$ cat config.mk
export PLATFORM = sky130hd
export DESIGN_NAME = fright_controller
export DESIGN_NICKNAME = d
export VERILOG_FILES = /design/src/rtl/fright_controller.sv
export SDC_FILE = /design/constraint.sdc
export NUM_CORES = 1
export LEC_CHECK = 0
export CAP_MARGIN = 0
export CORE_ASPECT_RATIO = 0.5
export CORE_MARGIN = 1.5
export CORE_UTILIZATION = 35
export CTS_BUF_LIST = sky130_fd_sc_hd__clkbuf_8 sky130_fd_sc_hd__clkbuf_16
export DETAILED_ROUTE_END_ITERATION = 12
export PLACE_DENSITY_LB_ADDON = 0.3
export SLEW_MARGIN = 5
export SYNTH_ARGS = -nofsm -noshare
export SYNTH_HDL_FRONTEND = slang
export SYNTH_SLANG_ARGS = --single-unit
$ cat constraint.sdc
create_clock -name Clk -period 2.6 [get_ports Clk]
set_clock_uncertainty 0.2 [all_clocks]
set_input_delay 0.52 -clock Clk [delete_from_list [all_inputs] [get_ports Clk]]
set_output_delay 0.52 -clock Clk [all_outputs]
set_load 0.01 [all_outputs]
$ cat src/rtl/fright_controller.sv
// fright_controller: power-pellet handshake, ghost frightened/flash timer and capture bonus chain
// Ports: Clk clock; Reset/hard_reset/new_map synchronous clears; frame_clk vsync level sampled on Clk;
//        ate_pellet pellet request level; ghost_collide per-ghost overlap; pellet_ack handshake acknowledge;
//        frightened per-ghost flag; flash white-sprite phase; bonus_valid/bonus_points capture score strobe;
//        frames_left remaining fright frames.
module fright_controller #(
   parameter int FRIGHT_FRAMES = 360,
   parameter int FLASH_FRAMES  = 120,
   parameter int FLASH_PERIOD  = 8,
   parameter int CW            = 10
) (
   input  logic          Clk,
   input  logic          Reset,
   input  logic          hard_reset,
   input  logic          new_map,
   input  logic          frame_clk,
   input  logic          ate_pellet,
   input  logic [3:0]    ghost_collide,
   output logic          pellet_ack,
   output logic [3:0]    frightened,
   output logic          flash,
   output logic          bonus_valid,
   output logic [10:0]   bonus_points,
   output logic [CW-1:0] frames_left
);
   localparam int PW = FLASH_PERIOD > 1 ? $clog2(FLASH_PERIOD) : 1;
   typedef enum logic [1:0] {IDLE, FRIGHT, FLASH} state_t;
   state_t state, state_n;
   logic clr, tick, accept, frame_clk_q;
   logic [3:0] hit, low;
   logic [PW-1:0] phase, phase_n;
   logic [10:0] chain, chain_n, bonus_points_n;
   logic [3:0] frightened_n;
   logic flash_n, bonus_valid_n;
   logic [CW-1:0] frames_left_n;
   assign clr    = Reset | hard_reset | new_map;
   assign tick   = frame_clk & ~frame_clk_q;
   assign accept = ate_pellet & ~pellet_ack;
   assign hit    = ghost_collide & frightened;
   // isolate the lowest set bit: that ghost is served this cycle
   assign low    = hit & (~hit + 4'd1);
   always_ff @(posedge Clk) begin
      if (clr) begin
         state        <= IDLE;
         frame_clk_q  <= 1'b0;
         pellet_ack   <= 1'b0;
         frightened   <= 4'h0;
         flash        <= 1'b0;
         bonus_valid  <= 1'b0;
         bonus_points <= 11'd0;
         frames_left  <= '0;
         chain        <= 11'd200;
         phase        <= '0;
      end else begin
         state        <= state_n;
         frame_clk_q  <= frame_clk;
         // ack follows the request level, giving a 4-phase handshake
         pellet_ack   <= ate_pellet;
         frightened   <= frightened_n;
         flash        <= flash_n;
         bonus_valid  <= bonus_valid_n;
         bonus_points <= bonus_points_n;
         frames_left  <= frames_left_n;
         chain        <= chain_n;
         phase        <= phase_n;
      end
   end
   always_comb begin
      state_n        = state;
      frightened_n   = frightened;
      flash_n        = flash;
      bonus_valid_n  = 1'b0;
      bonus_points_n = bonus_points;
      frames_left_n  = frames_left;
      chain_n        = chain;
      phase_n        = phase;
      if (accept) begin
         state_n       = FRIGHT;
         frightened_n  = 4'hF;
         frames_left_n = CW'(FRIGHT_FRAMES);
         chain_n       = 11'd200;
         flash_n       = 1'b0;
         phase_n       = '0;
      end else begin
         if (|hit) begin
            frightened_n   = frightened & ~low;
            bonus_valid_n  = 1'b1;
            bonus_points_n = chain;
            chain_n        = chain == 11'd1600 ? chain : chain << 1;
         end
         if (state != IDLE) begin
            if (frightened == 4'h0) begin
               state_n       = IDLE;
               frames_left_n = '0;
               flash_n       = 1'b0;
               phase_n       = '0;
            end else if (tick) begin
               frames_left_n = frames_left - 1'b1;
               if (state == FRIGHT) begin
                  if (frames_left_n == CW'(FLASH_FRAMES)) begin
                     state_n = FLASH;
                     flash_n = 1'b1;
                     phase_n = '0;
                  end
               end else if (frames_left_n == '0) begin
                  state_n      = IDLE;
                  frightened_n = 4'h0;
                  flash_n      = 1'b0;
                  phase_n      = '0;
               end else if (phase == PW'(FLASH_PERIOD - 1)) begin
                  flash_n = ~flash;
                  phase_n = '0;
               end else begin
                  phase_n = phase + 1'b1;
               end
            end
         end
      end
   end
endmodule

Word level (Yosys, flattened, before mapping)
Cells that the tools add are included.
{"block": "word_totals", "regBits": 39, "input_bits": 10, "output_inout_bits": 28}
{"block": "op_classes", "n_addsub": 3, "n_eq_ne": 6, "n_mux": 31, "n_bitwise": 14, "n_reduce_logical": 19}
{"operator": "$mux 4", "n": 7}
{"operator": "$mux 10", "n": 2}
{"operator": "$mux 3", "n": 6}
{"operator": "$mux 9", "n": 2}
{"operator": "$and 4x4->4", "n": 3}
{"operator": "$reduce_and 4->1", "n": 3}
{"operator": "$eq 10x7->1 const B", "n": 1}
{"operator": "$logic_not 10->1", "n": 1}
{"operator": "$mux 2", "n": 5}
{"operator": "$sub 10x1->10 const B", "n": 1}
{"operator": "$mux 1", "n": 9}
{"operator": "$eq 8x8->1 const B", "n": 1}
{"operator": "$not 4->4", "n": 2}
{"operator": "$reduce_and 2->1", "n": 4}
{"operator": "$reduce_bool 4->1", "n": 2}
{"operator": "$reduce_bool 2->1", "n": 3}
{"operator": "$reduce_bool 3->1", "n": 2}
{"operator": "$not 1->1", "n": 5}
{"operator": "$add 4x1->4 const B", "n": 1}
{"operator": "$logic_not 4->1", "n": 1}
{"operator": "$ne 4x3->1 const B", "n": 1}
{"operator": "$reduce_or 4->1", "n": 1}
{"operator": "$add 3x1->3 const B", "n": 1}
{"operator": "$eq 3x3->1 const B", "n": 1}
{"operator": "other kinds (6)", "n": 8}

Depth between registers and ports, before layout
{"block": "depth", "word_depth": 13, "mapped_depth": 10, "ltp_nobuf": 8}

Worst setup path after synthesis
Ideal clock, no wire load.
{"block": "synth_timing", "path_type": "reg-to-reg", "startpoint": "register frames_left[0]", "endpoint": "register phase[2]", "arrival_ps": 2259, "required_ps": 2283, "setup_slack_ps": 24, "path_stages_with_launch": 11, "period_less_slack_ps": 2576, "path_cell_list": "dfxtp_1 > inv_1 > ha_1 > buf_2 > or3b_1 > clkbuf_1 > a21oi_2 > o32ai_2 > nor4b_4 > nor2_2 > a32o_1"}
{"block": "synth_via", "elab_chain_cells": 6, "elab_cells_between_ends": 9, "cone_classes": "1 x add/sub; 2 x eq/ne; 4 x mux; 2 x reduce/logical"}
{"item": "from (decl)", "line": "24", "rtl": "output logic [CW-1:0] frames_left"}
{"item": "from (signal assigned)", "line": "63", "rtl": "frames_left <= frames_left_n;"}
{"item": "$sub 10x1->10 *", "line": "98", "rtl": "frames_left_n = frames_left - 1'b1;"}
{"item": "$logic_not 10->1", "line": "105", "rtl": "end else if (frames_left_n == '0) begin"}
{"item": "$mux 3", "line": "105"}
{"item": "$mux 3", "line": "99", "rtl": "if (state == FRIGHT) begin"}
{"item": "$mux 3", "line": "97", "rtl": "end else if (tick) begin"}
{"item": "$mux 3", "line": "92", "rtl": "if (frightened == 4'h0) begin"}
{"item": "to (signal assigned)", "line": "65", "rtl": "phase <= phase_n;"}
{"item": "to (decl)", "line": "31", "rtl": "logic [PW-1:0] phase, phase_n;"}
Mark *: on every way between the ends. The rest lies on a longest branch, timed or not. The select of a mux whose other input is x is not followed.
A chain may end at the register's enable or synchronous reset.

Worst setup path after layout
{"block": "layout_timing", "startpoint": "register frames_left[0]", "endpoint": "register frightened[1]"}
{"block": "layout_via", "elab_chain_cells": 8}
{"item": "$sub 10x1->10", "line": "98"}
{"item": "$logic_not 10->1", "line": "105"}
{"item": "$mux 4", "line": "105"}
{"item": "$mux 4", "line": "99"}
{"item": "$mux 4", "line": "97"}
{"item": "$mux 4", "line": "92"}
{"item": "$mux 4", "line": "91", "rtl": "if (state != IDLE) begin"}
{"item": "$mux 4", "line": "77", "rtl": "if (accept) begin"}
{"item": "to (signal assigned)", "line": "59", "rtl": "frightened <= frightened_n;"}
{"item": "to (decl)", "line": "20", "rtl": "output logic [3:0] frightened,"}
No other way between the ends.

==> flow_summary.toml <==
[routing]
drc = 0
viasPerCell = 5.21
num_vias = 1828
drt_iter0_markers = 61
wirelength_um = 4720
drt_pass1_iterations = 4
wl_per_cell_um = 13.4
antenna_left = 0

[power_and_ir_drop]
ir_drop_v = 0.000237
combPwrFrac_pct = 9.2
leakagePower_uw = 0.000994
total_power_uw = 1420
clkPwrFrac_pct = 47.7
switchingPower_uw = 306
swShare_pct = 21.5
p_per_area_mw_per_mm2 = 527
internal_power_uw = 1110
seqPwrFrac_pct = 43.2

[flow_run]
maxCapViolCount = 0

[layout]
nets = 292
syn_to_final_growth_pct = 35.5
final_common_cell = "dfxtp_1"
drive_above_1_share_pct = 14.0
antenna_cells = 0
fin_cells = 351
layout_common_cells = "38 x dfxtp_1, 34 x clkdlybuf4s50_1, 28 x nor2_1"

[hold_path]
worst_hold_path_type = "flop to flop"

[timing]
drv_slew = 0
post-route-min-period_ns = 2.46
setup_viol = 0
tightest_slew_ns = 0.699
fmax_mhz = 407
worst_slack_ns = 0.144
setup_tns_ns = 0
finalHoldViolations = 0
hold_ws_ns = 0.283
fin_crit_sh_pct = 94.5
relSlewSlack_pct = 53.1

[die]
initial_core_util_pct = 36.2
chipHeight_um = 56.3
die_x_um = 110
num_rows = 19
ios = 38
core_area_mm2 = 0.00549
dieArea_mm2 = 0.00617

[clocking]
clockBufferDepth = 2
htreeDepth = 2
post_cts_buffers = 0
cts_tree = "done"
clock_latency_ns = 0.28
clock_sinks = 39
clkTransAtPathRegs_ns = 0.06
cts_resized = 0
hold_buffers = 0
numCtsBuffers = 5
cts_root_buf = "clkbuf_16"

[global_route]
track_usage_pct = 16.6
antenna_found_initial = 0
grt_max_degree = 14
grt_pass1_vias = 1759
grt-ovfl-total = 0
grt_pass1_wl_um = 7950

[synthesis]
ys_ff_latch = 39
yosys_warnings = 0
ys_types = 55
synth_area_per_cell_um2 = 8.61
syn_area_mm2 = 0.00199
synthCells = 231
yosysSeqAreaShare_pct = 39.2

[worst_setup_path]
critPathArrivalTime_ns = 2.42
critPathRequiredTime_ns = 2.56
endpoint_kind = "flop"
crit_type = "flop to flop"
cpMaxStageDelayCell = "or4_1"
crit_top_cell = "nand3_1"
cp_top_family = "simple AND/OR/NAND/NOR gates"
crit_fanout = 7
worst-path-buf-inv = 2
cp-start-kind = "flop"
path_cells = "inv_1 -> ha_1 -> nor3b_2 -> or4_1 -> nand3_1 -> nand3_1 -> o31ai_1 -> buf_4 -> o21ai_1"
max_stage_delay_ns = 0.40

[outcome]
status = "finished, final reports clean"

[placed_design]
dp.final_hpwl_um = 3460
numPlacedInstances = 344
dp_slack_ns = 0.0483
numPortBuffers = 34
gp_congestion = 0.885
[power groups by stage]
stage,clock network [uW],logic [uW],registers [uW]
finish,677,130,613
global route,727,143,614
CTS,688,125,612
detailed placement,0,125,626
global placement,0,123,625
floorplan,0,76.5,625
[cell type report]
class | count | area [um2]
sequential | 39 | 782
fill | 532 | 2800
timing repair buffer | 52 | 488
inverter | 5 | 18.8
multi-input combinational | 175 | 1150
clock buffer | 5 | 125
clock inverter | 2 | 37.5
tap | 73 | 91.3
[final timing paths]
kind,start,end,slack (ns),depth (start not counted)
min reg2reg,chain[10],chain[10],0.28,2
max,frames_left[0],frightened[1],0.14,9
min,chain[10],chain[10],0.28,2
max reg2reg,frames_left[0],frightened[1],0.14,9
[cells in the mapped netlist, drive strengths merged]
| cell type | number | share of area, % |
|---|---|---|
| buf | 7 | 2.5 |
| conb | 1 | 0.19 |
| nand3 | 6 | 1.5 |
| or4 | 4 | 1.5 |
| or3 | 3 | 0.94 |
| o211ai | 3 | 1.1 |
| a22oi | 1 | 0.38 |
| a21oi | 12 | 3.2 |
| nor2b | 2 | 0.63 |
| a222oi | 1 | 0.50 |
| nor4 | 7 | 2.5 |
| nor3 | 5 | 1.3 |
| a21o | 2 | 0.75 |
| o32ai | 1 | 0.82 |
| o31a | 1 | 0.44 |
| nand2 | 25 | 4.7 |
| and4 | 1 | 0.44 |
| nand4 | 2 | 0.94 |
| and3 | 1 | 0.31 |
| or3b | 1 | 0.44 |
| and2 | 5 | 1.6 |
| ha | 4 | 2.5 |
| dfxtp | 39 | 39 |
| a21boi | 1 | 0.38 |
| inv | 5 | 0.94 |
| a2bb2oi | 2 | 0.88 |
| o21ai | 15 | 4.3 |
| nor3b | 1 | 0.38 |
| clkbuf | 7 | 1.3 |
| a32o | 2 | 1.0 |
| a31oi | 1 | 0.63 |
| nand3b | 2 | 0.75 |
| nand2b | 4 | 1.3 |
| nor2 | 30 | 5.9 |
| a311oi | 1 | 0.44 |
| a41oi | 1 | 0.44 |
| a32oi | 1 | 0.44 |
| mux2i | 14 | 7.0 |
| o31ai | 1 | 0.38 |
| o2bb2ai | 1 | 0.44 |
| nor4b | 3 | 2.1 |
| o221a | 1 | 0.57 |
| a221oi | 2 | 1.2 |
| xnor2 | 1 | 0.44 |
| or2 | 1 | 0.31 |
[stage by stage]
step,cell area (um2),util [%]
2_1_floorplan,2000,-
3_3_place_gp,2500,45.5
3_5_place_dp,2500,45.5
4_1_cts,2660,48.5
5_1_grt,2700,49.1
6_report,2700,49.1
[worst min-delay path, delay by kind of cell (launching register included)]
family          cells  cell delay (ns)
compound gates      1             0.05
flops               1             0.32
simple gates        1             0.06
[flip-flops by register name (all words and copies together), names as in the netlist]
signal        count
state             2
flash             1
bonus_points      8
bonus_valid       1
pellet_ack        1
frames_left      10
frightened        4
frame_clk_q       1
phase             3
chain             8
[layer usage]
metal	wire length, um	GRT usage [%]	part of all wire [%]
met5	0	0	0
met4	17	6.12	0.36
met3	241	4.41	5.1
met2	2200	25.2	47
met1	2260	22.5	48
[cell families (layout without fill, tap and decap cells)]
kind of cell | Yosys count | after routing | share of synthesized area [%]
simple gates | 103 | 103 | 27.5
compound gates | 50 | 50 | 18.4
flops | 39 | 39 | 39.2
buf+inv | 19 | 64 | 4.72
mux | 14 | 14 | 7.04
fa+ha+maj | 4 | 4 | 2.52
other cells | 1 | 3 | 0.188
xor+xnor | 1 | 1 | 0.440
(Power assumes the default switching activity.)
